`config.mk`:
```
export PLATFORM = sky130hd
export DESIGN_NAME = gf_mul_arbiter
export DESIGN_NICKNAME = d
export VERILOG_FILES = /design/src/rtl/gf_mul_arbiter.sv
export SDC_FILE = /design/constraint.sdc
export NUM_CORES = 1
export LEC_CHECK = 0
export ABC_AREA = 1
export BUFFER_PORTS_ARGS = -buffer_cell sky130_fd_sc_hd__buf_2
export CORE_MARGIN = 4
export CORE_UTILIZATION = 55
export CTS_BUF_LIST = sky130_fd_sc_hd__clkbuf_8 sky130_fd_sc_hd__clkbuf_16
export DETAILED_ROUTE_END_ITERATION = 8
export PLACE_DENSITY = 0.85
export SYNTH_ARGS = -nofsm -noshare
export SYNTH_HDL_FRONTEND = slang
export SYNTH_SLANG_ARGS = --single-unit
```
`constraint.sdc`:
```
create_clock -name clk -period 3.5 [get_ports clk]
set_input_delay 0 -clock clk [delete_from_list [all_inputs] [get_ports clk]]
set_output_delay 0 -clock clk [all_outputs]
set_load 0.05 [all_outputs]
```
`src/rtl/gf_mul_arbiter.sv`:
```
// gf_mul_arbiter
// ---------------------------------------------------------------------------
// Purpose:
//   Round-robin arbiter that shares one combinational GF(2^8) multiplier
//   (shift-and-add, field polynomial 0x11D) among NUM_REQ requesters. Each
//   requester presents operands on a valid/ready port. Products return on a
//   single response channel that carries the owner's index and supports
//   backpressure.
//
// Ports:
//   clk        in   1           single clock, rising edge
//   reset      in   1           synchronous, active-high
//   req_valid  in   NUM_REQ     per-requester operand valid
//   req_ready  out  NUM_REQ     per-requester accept (one-hot or zero)
//   req_a      in   8*NUM_REQ   operand A, requester i at [8i+7:8i]
//   req_b      in   8*NUM_REQ   operand B, same packing
//   rsp_valid  out  1           result valid
//   rsp_ready  in   1           downstream accept
//   rsp_data   out  8           A*B mod 0x11D
//   rsp_id     out  ID_W        requester that owns rsp_data
//
// Build option:
//   GF_MUL_ARB_PIPE2_EN  defined   -> stage-1 operand register ahead of the
//                                     multiplier, 2-cycle latency
//                        undefined -> 1-cycle latency
//
// Handshake rules (both request ports and the response port):
//   A transfer happens on a rising clk edge where valid && ready. A source
//   holds valid and its payload stable until accepted. ready may depend
//   combinationally on valid; valid never depends on ready.
// ---------------------------------------------------------------------------
module gf_mul_arbiter #(
  parameter int NUM_REQ = 4,
  localparam int ID_W = $clog2(NUM_REQ)
) (
  input  logic                   clk,
  input  logic                   reset,
  input  logic [NUM_REQ-1:0]     req_valid,
  output logic [NUM_REQ-1:0]     req_ready,
  input  logic [8*NUM_REQ-1:0]   req_a,
  input  logic [8*NUM_REQ-1:0]   req_b,
  output logic                   rsp_valid,
  input  logic                   rsp_ready,
  output logic [7:0]             rsp_data,
  output logic [ID_W-1:0]        rsp_id
);

  // Shift-and-add multiply; each doubling of x reduces by 0x11D.
  function automatic logic [7:0] gf_mul(input logic [7:0] a, input logic [7:0] b);
    logic [7:0] p;
    logic [7:0] x;
    p = 8'h00;
    x = a;
    for (int i = 0; i < 8; i++) begin
      if (b[i]) p = p ^ x;
      x = {x[6:0], 1'b0} ^ (x[7] ? 8'h1D : 8'h00);
    end
    return p;
  endfunction

  logic [ID_W-1:0] last;      // index of the most recent grant
  logic [ID_W-1:0] win;       // current arbitration winner
  logic            any_valid; // at least one requester is valid
  logic            advance;   // global pipeline enable
  logic            transfer;  // a request handshake completes this cycle
  logic [7:0]      win_a;
  logic [7:0]      win_b;

  assign advance  = !rsp_valid || rsp_ready;
  assign transfer = any_valid && advance && !reset;

  // Search starts one past the last grant and wraps; the first valid wins.
  always_comb begin
    logic [ID_W:0] cand;
    win       = '0;
    any_valid = 1'b0;
    cand      = '0;
    for (int k = 1; k <= NUM_REQ; k++) begin
      cand = {1'b0, last} + (ID_W+1)'(k);
      if (cand >= (ID_W+1)'(NUM_REQ)) cand = cand - (ID_W+1)'(NUM_REQ);
      if (!any_valid && req_valid[cand[ID_W-1:0]]) begin
        win       = cand[ID_W-1:0];
        any_valid = 1'b1;
      end
    end
  end

  // Only the winner sees ready, and only when the output can take a result.
  always_comb begin
    req_ready = '0;
    for (int i = 0; i < NUM_REQ; i++) begin
      req_ready[i] = transfer && (win == ID_W'(i));
    end
  end

  assign win_a = req_a[8*win +: 8];
  assign win_b = req_b[8*win +: 8];

  // Round-robin pointer: moves only on an actual transfer, so idle and
  // stalled cycles leave the priority order untouched.
  always_ff @(posedge clk) begin
    if (reset) begin
      last <= ID_W'(NUM_REQ - 1);
    end else if (transfer) begin
      last <= win;
    end
  end

`ifdef GF_MUL_ARB_PIPE2_EN
  // Stage 1 captures the granted operands; the multiplier sits between
  // stage 1 and the output register. Both stages move together, so a
  // stage-1 bubble is kept rather than squeezed out during a stall.
  logic            s1_valid;
  logic [ID_W-1:0] s1_id;
  logic [7:0]      s1_a;
  logic [7:0]      s1_b;

  always_ff @(posedge clk) begin
    if (reset) begin
      s1_valid  <= 1'b0;
      s1_id     <= '0;
      s1_a      <= 8'h00;
      s1_b      <= 8'h00;
      rsp_valid <= 1'b0;
      rsp_data  <= 8'h00;
      rsp_id    <= '0;
    end else if (advance) begin
      s1_valid  <= transfer;
      s1_id     <= win;
      s1_a      <= win_a;
      s1_b      <= win_b;
      rsp_valid <= s1_valid;
      rsp_data  <= gf_mul(s1_a, s1_b);
      rsp_id    <= s1_id;
    end
  end
`else
  // Single output register directly after the multiplier.
  always_ff @(posedge clk) begin
    if (reset) begin
      rsp_valid <= 1'b0;
      rsp_data  <= 8'h00;
      rsp_id    <= '0;
    end else if (advance) begin
      rsp_valid <= transfer;
      rsp_data  <= gf_mul(win_a, win_b);
      rsp_id    <= win;
    end
  end
`endif

endmodule

```
# [Yosys cells after proc, flatten, opt, wreduce, memory -nomap -nowiden]
# Cells that the tools add are included.
[totals] regBits=13 input_bits=71 output_inout_bits=15
[op_classes] addsub=8 n_lt_le_gt_ge=8 n_eq_ne=3 shift=2 muxes=49 bitwise_logic=14 n_reduce_logical=16
[op_table] cell="8-bit 2-to-1 mux" n=22
[op_table] cell="32-bit by 6-bit variable part select with 8-bit output" n=2
[op_table] cell="8-bit by 5-bit XOR with 8-bit output" n=7
[op_table] cell="8-bit XOR" n=7
[op_table] cell="5-bit 2-to-1 mux" n=7
[op_table] cell="2-bit 2-to-1 mux" n=8
[op_table] cell="3-bit >= comparator, second input constant" n=4
[op_table] cell="2-bit by 3-bit less-than comparator with 1-bit output, second input constant" n=4
[op_table] cell="1-bit logical AND" n=9
[op_table] cell="1-bit binary-select mux with 2-bit select" n=4
[op_table] cell="1-bit 2-to-1 mux" n=8
[op_table] cell="2-bit by 1-bit subtractor with 2-bit output, second input constant" n=4
[op_table] cell="2-bit by 2-bit adder with 3-bit output, second input constant" n=2
[op_table] cell="1-bit logical NOT" n=5
[op_table] cell="2-bit == test, second input constant" n=2
[op_table] cell="2-bit by 1-bit adder with 3-bit output, second input constant" n=1
[op_table] cell="2-bit by 3-bit adder with 3-bit output, second input constant" n=1
[op_table] cell="2-bit by 1-bit == test with 1-bit output, second input constant" n=1
[op_table] cell="2-bit logical NOT" n=1
[op_table] cell="1-bit logical OR" n=1

# [Depth between registers and ports, before layout]
# Gate-level depths: netlist of the first run.
[depth] depth_word=45 depth_mapped=31

# [Least setup slack after synthesis of the first run]
# No wires, ideal clock.
[synth_path] path_kind="reg2reg" startpoint="reg last[0]" endpoint="reg rsp_data[4]" setup_time_ns=0.109 arrival_time_ns=2.401 required_ns=3.391 slack_ns=0.990 path_stages_with_launch=29 path_buffers=3 cell_sequence="dfxtp_1 > inv_2 > buf_6 > nand2_2 > nand2_1 > nand2_2 > nand2_4 > nor2_8 > nand2_2 > nand2_2 > nand2_2 > buf_6 > buf_6 > nand2_1 > nand2_2 > nand2_1 > nand3_2 > nand2_1 > nand2_1 > nand3_1 > inv_1 > nand2_1 > nand2_1 > nand2_1 > nand2_1 > nand2_1 > nand3_1 > nand2_1 > inv_1"
[synth_between] elab_chain_len=45 word_cells_on_any_way=82 classes_between="8 x add/sub; 4 x order compare; 2 x shift; 48 x mux; 14 x bitwise; 6 x reduce/logical"
[synth_rtl] item="from (decl)" line_no="61" text="logic [ID_W-1:0] last;"
[synth_rtl] item="from (signal assigned)" line_no="103" text="last <= ID_W'(NUM_REQ - 1);"
[synth_rtl] item="from (signal assigned)" line_no="105" text="last <= win;"
[synth_rtl] item="2-bit by 1-bit adder with 3-bit output" line_no="79" text="cand = {1'b0, last} + (ID_W+1)'(k);"
[synth_rtl] item="3-bit >= comparator or 2-bit by 1-bit subtractor with 2-bit output (tied branches)" line_no="80" text="if (cand >= (ID_W+1)'(NUM_REQ)) cand = cand - (ID_W+1)'(NUM_REQ);"
[synth_rtl] item="2-bit 2-to-1 mux" line_no="80"
[synth_rtl] item="1-bit binary-select mux with 2-bit select" line_no="81" text="if (!any_valid && req_valid[cand[ID_W-1:0]]) begin"
[synth_rtl] item="1-bit 2-to-1 mux (not written as such)" line_no="81"
[synth_rtl] item="1-bit 2-to-1 mux" line_no="81"
[synth_rtl] item="1-bit logical NOT" line_no="81"
[synth_rtl] item="1-bit logical AND" line_no="81"
[synth_rtl] item="(+29 left out)"
[synth_rtl] item="8-bit 2-to-1 mux" line_no="144" text="end else if (advance) begin"
[synth_rtl] item="8-bit 2-to-1 mux" line_no="140" text="if (reset) begin"
[synth_rtl] item="8-bit XOR" line_no="55" text="if (b[i]) p = p ^ x;"
[synth_rtl] item="8-bit 2-to-1 mux" line_no="55"
[synth_rtl] item="8-bit 2-to-1 mux" line_no="144"
[synth_rtl] item="8-bit 2-to-1 mux" line_no="140"
[synth_rtl] item="8-bit XOR" line_no="55"
[synth_rtl] item="8-bit 2-to-1 mux *" line_no="55"
[synth_rtl] item="to (signal assigned)" line_no="146" text="rsp_data <= gf_mul(win_a, win_b);"
[synth_rtl] item="to (decl)" line_no="44" text="output logic [7:0] rsp_data,"
# Every way passes the cells marked *; elsewhere a longest branch is shown, timed or not. The select of a mux whose other input is x is not followed.
# A chain may end at the register's enable or synchronous reset.

# [Worst setup path in the final report of the first run]
[layout_path] startpoint="reg last[0]" endpoint="reg rsp_data[2]"
# Same word-level chain as after synthesis.

==> qor.yml, run 1 <==
syn-cell-area_mm2: 0.00325
die_area_mm2: 0.00721
end_kind: "register"
crit_path_max_incr_delay_ns: 0.41
num_antenna_cells: 0
worstSetupStartpointType: "register"
whs_ns: 0.0886
grt_antenna_before_repair: 0
min_period_over_period_pct: 90.6
cts_buffers: 3
vias: 4139
grt_pass1_vias: 3556
cts_num_sinks: 13
vias_per_cell: 5.29
maxCapViolCount: 0
drc: 0
hold_class: "in2reg"
place_congestion: 0.964
dieWidth_um: 84.9
place_hpwl_um: 7690
grt_max_degree: 28
synth_top_area_share_pct: 28.3
syn_nets: 700
htree_levels: 1
synth_seq_cells: 13
yosysUniqueCellTypes: 31
slew_headroom_pct: 69.4
track_usage_pct: 25.7
crit_arrival_ns: 3.31
worstMarginPinSlew_ns: 0.458
final_cells: 783
status: "completed"
synth_seq_area_share_pct: 8.00
cp_common_cell: "nand2_1"
avgSynthCellArea_um2: 5.17
final_nets: 783
clk-insertion-delay-late_ns: 0.24
grt_overflow: 0
cts_tree: "yes"
hold_viol_final: 0
drt_iter0_drc: 337
postRouteAntennaNets: 0
yosysTopAreaCell: "nand2_1"
root_buffer: "clkbuf_8"
die_h_um: 84.9
critPathKind: "reg2reg"
synthToLayoutAreaGrowth_pct: 16.9
ff2ff_setup_slack_ns: 0.33
fin_util_pct: 67.8
drt-total-wl_um: 9570
cpMaxStageDelayCell: "dfxtp_1"
slew_violations: 0
drive_gt1_share_pct: 26.7
core_mm2: 0.00561
cp.required_ns: 3.64
ys.warnings.count: 0
clockBufferDepth: 2
wire_per_inst_um: 12.2
ctsHoldBuffers: 0
ios: 86
drt_pass1_iterations: 5
setup_viol: 0
grt_pass1_wl_um: 15800
fin_crit_ns: 3.17
netlist_instances: 629
placed_cells: 774
io_buffers: 85
fmax_mhz: 315
initial_core_util_pct: 58.0
cp_max_fo: 27
path_clk_slew_ns: 0.06
finClkSkew_ns: 0.000901
synth_area_leaders: "nand2_1 28%, nand3_1 18%, dfxtp_1 8.0%"
rows: 27
[flip-flops by register name (all words and copies together) (netlist names)]
register	cells
last	2
rsp_valid	1
rsp_data	8
rsp_id	2
[logic make-up (layout without fill, tap and decap cells)]
logic type	count (synthesis)	after routing	synth area share, %
flops	13	13	8.00
xor+xnor	18	18	5.08
simple gates	488	488	69.7
compound gates	17	17	3.50
buf+inv	93	175	13.7
[cells in the final DEF (no fill, tap or decap)]
master | synthesis | final
a21oi_1 | 3 | 3
o21ai_1 | 5 | 5
nand2_8 | 0 | 1
dfxtp_1 | 13 | 12
xnor2_4 | 0 | 1
nor3_1 | 3 | 3
dfxtp_2 | 0 | 1
nand3_1 | 114 | 113
o21ai_2 | 2 | 2
inv_1 | 58 | 59
inv_4 | 1 | 2
xor2_1 | 6 | 6
or2_1 | 1 | 1
nand2_1 | 245 | 244
nor2_1 | 52 | 52
inv_2 | 14 | 13
buf_4 | 6 | 11
a21oi_2 | 2 | 2
nand2_2 | 41 | 41
nand3_4 | 2 | 2
nor2_2 | 5 | 5
nand3_2 | 12 | 13
nand4_1 | 5 | 5
buf_2 | 4 | 85
nand2_4 | 4 | 4
buf_12 | 0 | 2
a21oi_4 | 1 | 1
clkbuf_8 | 0 | 3
o21ai_0 | 3 | 3
o211ai_1 | 1 | 1
nand3b_1 | 3 | 3
xnor2_1 | 11 | 11
nor2_8 | 1 | 1
[Yosys cell counts (all sizes together)]
master	n
nor2	58
or2	1
a21oi	6
buf	19
inv	73
o21ai	10
nand3	128
clkbuf	1
nor3	3
nand4	5
xnor2	12
xor2	6
o211ai	1
nand2	290
dfxtp	13
nand3b	3
[path summary, 6_finish.rpt]
path                  start          end  cells after the start
setup / recovery    last[0]  rsp_data[2]                     25
hold / removal    rsp_ready    rsp_id[0]                      4
setup reg to reg    last[0]  rsp_data[2]                     25
hold reg to reg   rsp_id[1]    rsp_id[1]                      2
[repair_timing]
action / 4_1_cts / 5_1_grt
setup endpoints to repair: 0 / 7
resized for setup: 0 / 7
buffers inserted: 0 / 5
hold endpoints to repair: 0 / 0
[layout make-up]
cell class	count	area (µm²)
multi-input cells	523	2580
fillers	564	1800
repair buffers	98	548
inverters	73	279
flip-flops and latches	13	262
well taps	72	90.1
clock buffers	3	41.3
clock inverters	1	3.75
[metal layers]
layer / vias to the layer above / routed length, µm / track usage, %
li1: 2142 / - / -
met2: 177 / 4480 / 44.6
met3: 10 / 747 / 2.23
met1: 1810 / 4260 / 34.7
met4: 0 / 72 / 4.75
met5: - / 0 / 0
[critical path, delay by kind of cell, from the launching register on]
| kind | cells | cell delay (ns) |
|---|---|---|
| flip-flops | 1 | 0.41 |
| buffers and inverters | 5 | 0.57 |
| AND/OR/NAND/NOR | 19 | 1.83 |
| XOR/XNOR | 1 | 0.24 |
[stage by stage]
| step | setup slack, ns | instance area, µm² | TNS [ns] |
|---|---|---|---|
| final | 0.328 | 3800 | 0 |
| after global routing | -0.0000939 | 3800 | -0.0000939 |
| after CTS | 0.250 | 3730 | 0 |
| after detailed placement | 0.271 | 3680 | 0 |
| after global placement | 0.354 | 3680 | 0 |
| after floorplan | 0.990 | 3250 | 0 |
Power of run 1 is not shown: default switching activity piles up to over one toggle a cycle in this logic, so the estimate is an artifact.
==> run 2, diff against run 1 <==
- CORE_MARGIN: 4 -> 1.5
==> qor.yml, run 2 (synthesis results as in run 1) <==
largest-register: "rsp_data"
post-cts-setup-buffers: 0
cts_resized: 0
path_depth: 24
end_kind: "register"
layout_setup_ws_ns: 0.289
grt_antenna_before_repair: 0
place_hpwl_um: 7310
whs_ns: 0.0756
setup_viol: 0
ctsHoldBuffers: 0
worstReg2RegEnd: "rsp_data[3]"
fmax_mhz: 311
status: "completed"
fin_crit_ns: 3.21
place_congestion: 0.989
final_cell_mix: "244 x nand2_1, 114 x nand3_1, 85 x buf_2"
critPathKind: "reg2reg"
reg2reg_from: "last[0]"
cp_max_fo: 11
cp_common_cell: "nand2_1"
final_nets: 780
worstMarginPinSlew_ns: 0.484
wl_met3_um: 552
vias: 4120
cpMaxStageDelayCell: "dfxtp_1"
ff2ff_setup_slack_ns: 0.29
rows: 27
mostFrequentLayoutCell: "nand2_1"
cts_buffers: 3
crit_path_max_incr_delay_ns: 0.31
rsz0062_at_grt: "no"
min_period_over_period_pct: 91.7
critPathLaunch: "last[0]"
drc: 0
htree_levels: 1
wire_per_inst_um: 11.6
drive_gt1_share_pct: 26.3
fin_util_pct: 66.5
path_clk_slew_ns: 0.05
cts_num_sinks: 13
grt_pass1_wl_um: 15400
grt_overflow: 0
cp_top_family: "simple AND/OR/NAND/NOR gates"
top_regs: "rsp_data x8, last x2, rsp_id x2"
drt_pass1_iterations: 5
slew_headroom_pct: 67.7
finClkSkew_ns: 0.000516
hold_viol_final: 0
root_buffer: "clkbuf_8"
tns_ns: 0
crit_arrival_ns: 3.36
ios: 86
grt_max_degree: 32
crit_buf_inv: 6
grt_pass1_vias: 3700
num_antenna_cells: 0
initial_core_util_pct: 58.0
ff2ff_path_depth: 24
io_buffers: 85
clockBufferDepth: 2
hold_class: "in2reg"
postRouteAntennaNets: 0
endpoint: "rsp_data[3]"
worstSetupStartpointType: "register"
m1WireLength_um: 4090
wl_met2_um: 4220
core_mm2: 0.00561
clk-insertion-delay-late_ns: 0.25
drt_iter0_drc: 262
dieWidth_um: 79.9
die_area_mm2: 0.00639
drt-total-wl_um: 9050
largest_reg_flops: 8
track_usage_pct: 29.5
dr.max_layer_used: "met4"
pre_cts_slack_ns: 0.257
maxCapViolCount: 0
die_h_um: 79.9
cp.required_ns: 3.65
synthToLayoutAreaGrowth_pct: 14.6
cts_tree: "yes"
vias_per_cell: 5.28
worstPathCellList: "inv_2 > nand2_1 > nand3_1 > nand2_2 > o21ai_1 > nand2_2 > a21oi_4 > buf_4 > buf_4 > nand3_1 > nand2_1 > inv_1 > nand3_1 > nand2_1 > nand2_1 > inv_1 > nand2_1 > nand2_1 > nand2_1 > nand2_1 > nand2_1 > nand3_1 > nand2_1 > inv_1"
slew_violations: 0
==> run 2: tightest hold or removal path: cells and delay by family <==
family | cells | cell delay, ns
simple gates | 3 | 0.20
buf+inv | 1 | 0.08
==> run 2: final cells by class <==
| type | count | area, µm² |
|---|---|---|
| tap | 72 | 90.1 |
| timing repair buffer | 94 | 493 |
| clock buffer | 3 | 41.3 |
| multi-input combinational | 524 | 2560 |
| fill | 569 | 1880 |
| sequential | 13 | 262 |
| clock inverter | 1 | 3.75 |
| inverter | 73 | 277 |
==> run 2: worst min-delay path by stage <==
stage                         start   endpoint  slack [ns]  depth (start not counted)
after floorplan               reset  rsp_id[1]        0.19                          3
after global placement    rsp_ready  rsp_id[1]        0.32                          4
after CTS                 rsp_ready  rsp_id[1]        0.07                          4
final                     rsp_ready  rsp_id[1]        0.08                          4
after detailed placement  rsp_ready  rsp_id[1]        0.33                          4
after global routing      rsp_ready  rsp_id[1]        0.09                          4
==> run 2: per-layer routing <==
layer / global-route usage [%] / vias up
met5: 0 / -
met4: 12.9 / 0
met3: 1.37 / 18
met2: 51.0 / 173
met1: 37.4 / 1806
li1: - / 2123
==> run 2: metrics by stage <==
stage,area (µm²),std cells
floorplan,3250,629
finish,3730,780
detailed placement,3670,775
CTS,3710,779
global placement,3670,775
global route,3730,780
Power of run 2 is left out for the same reason.
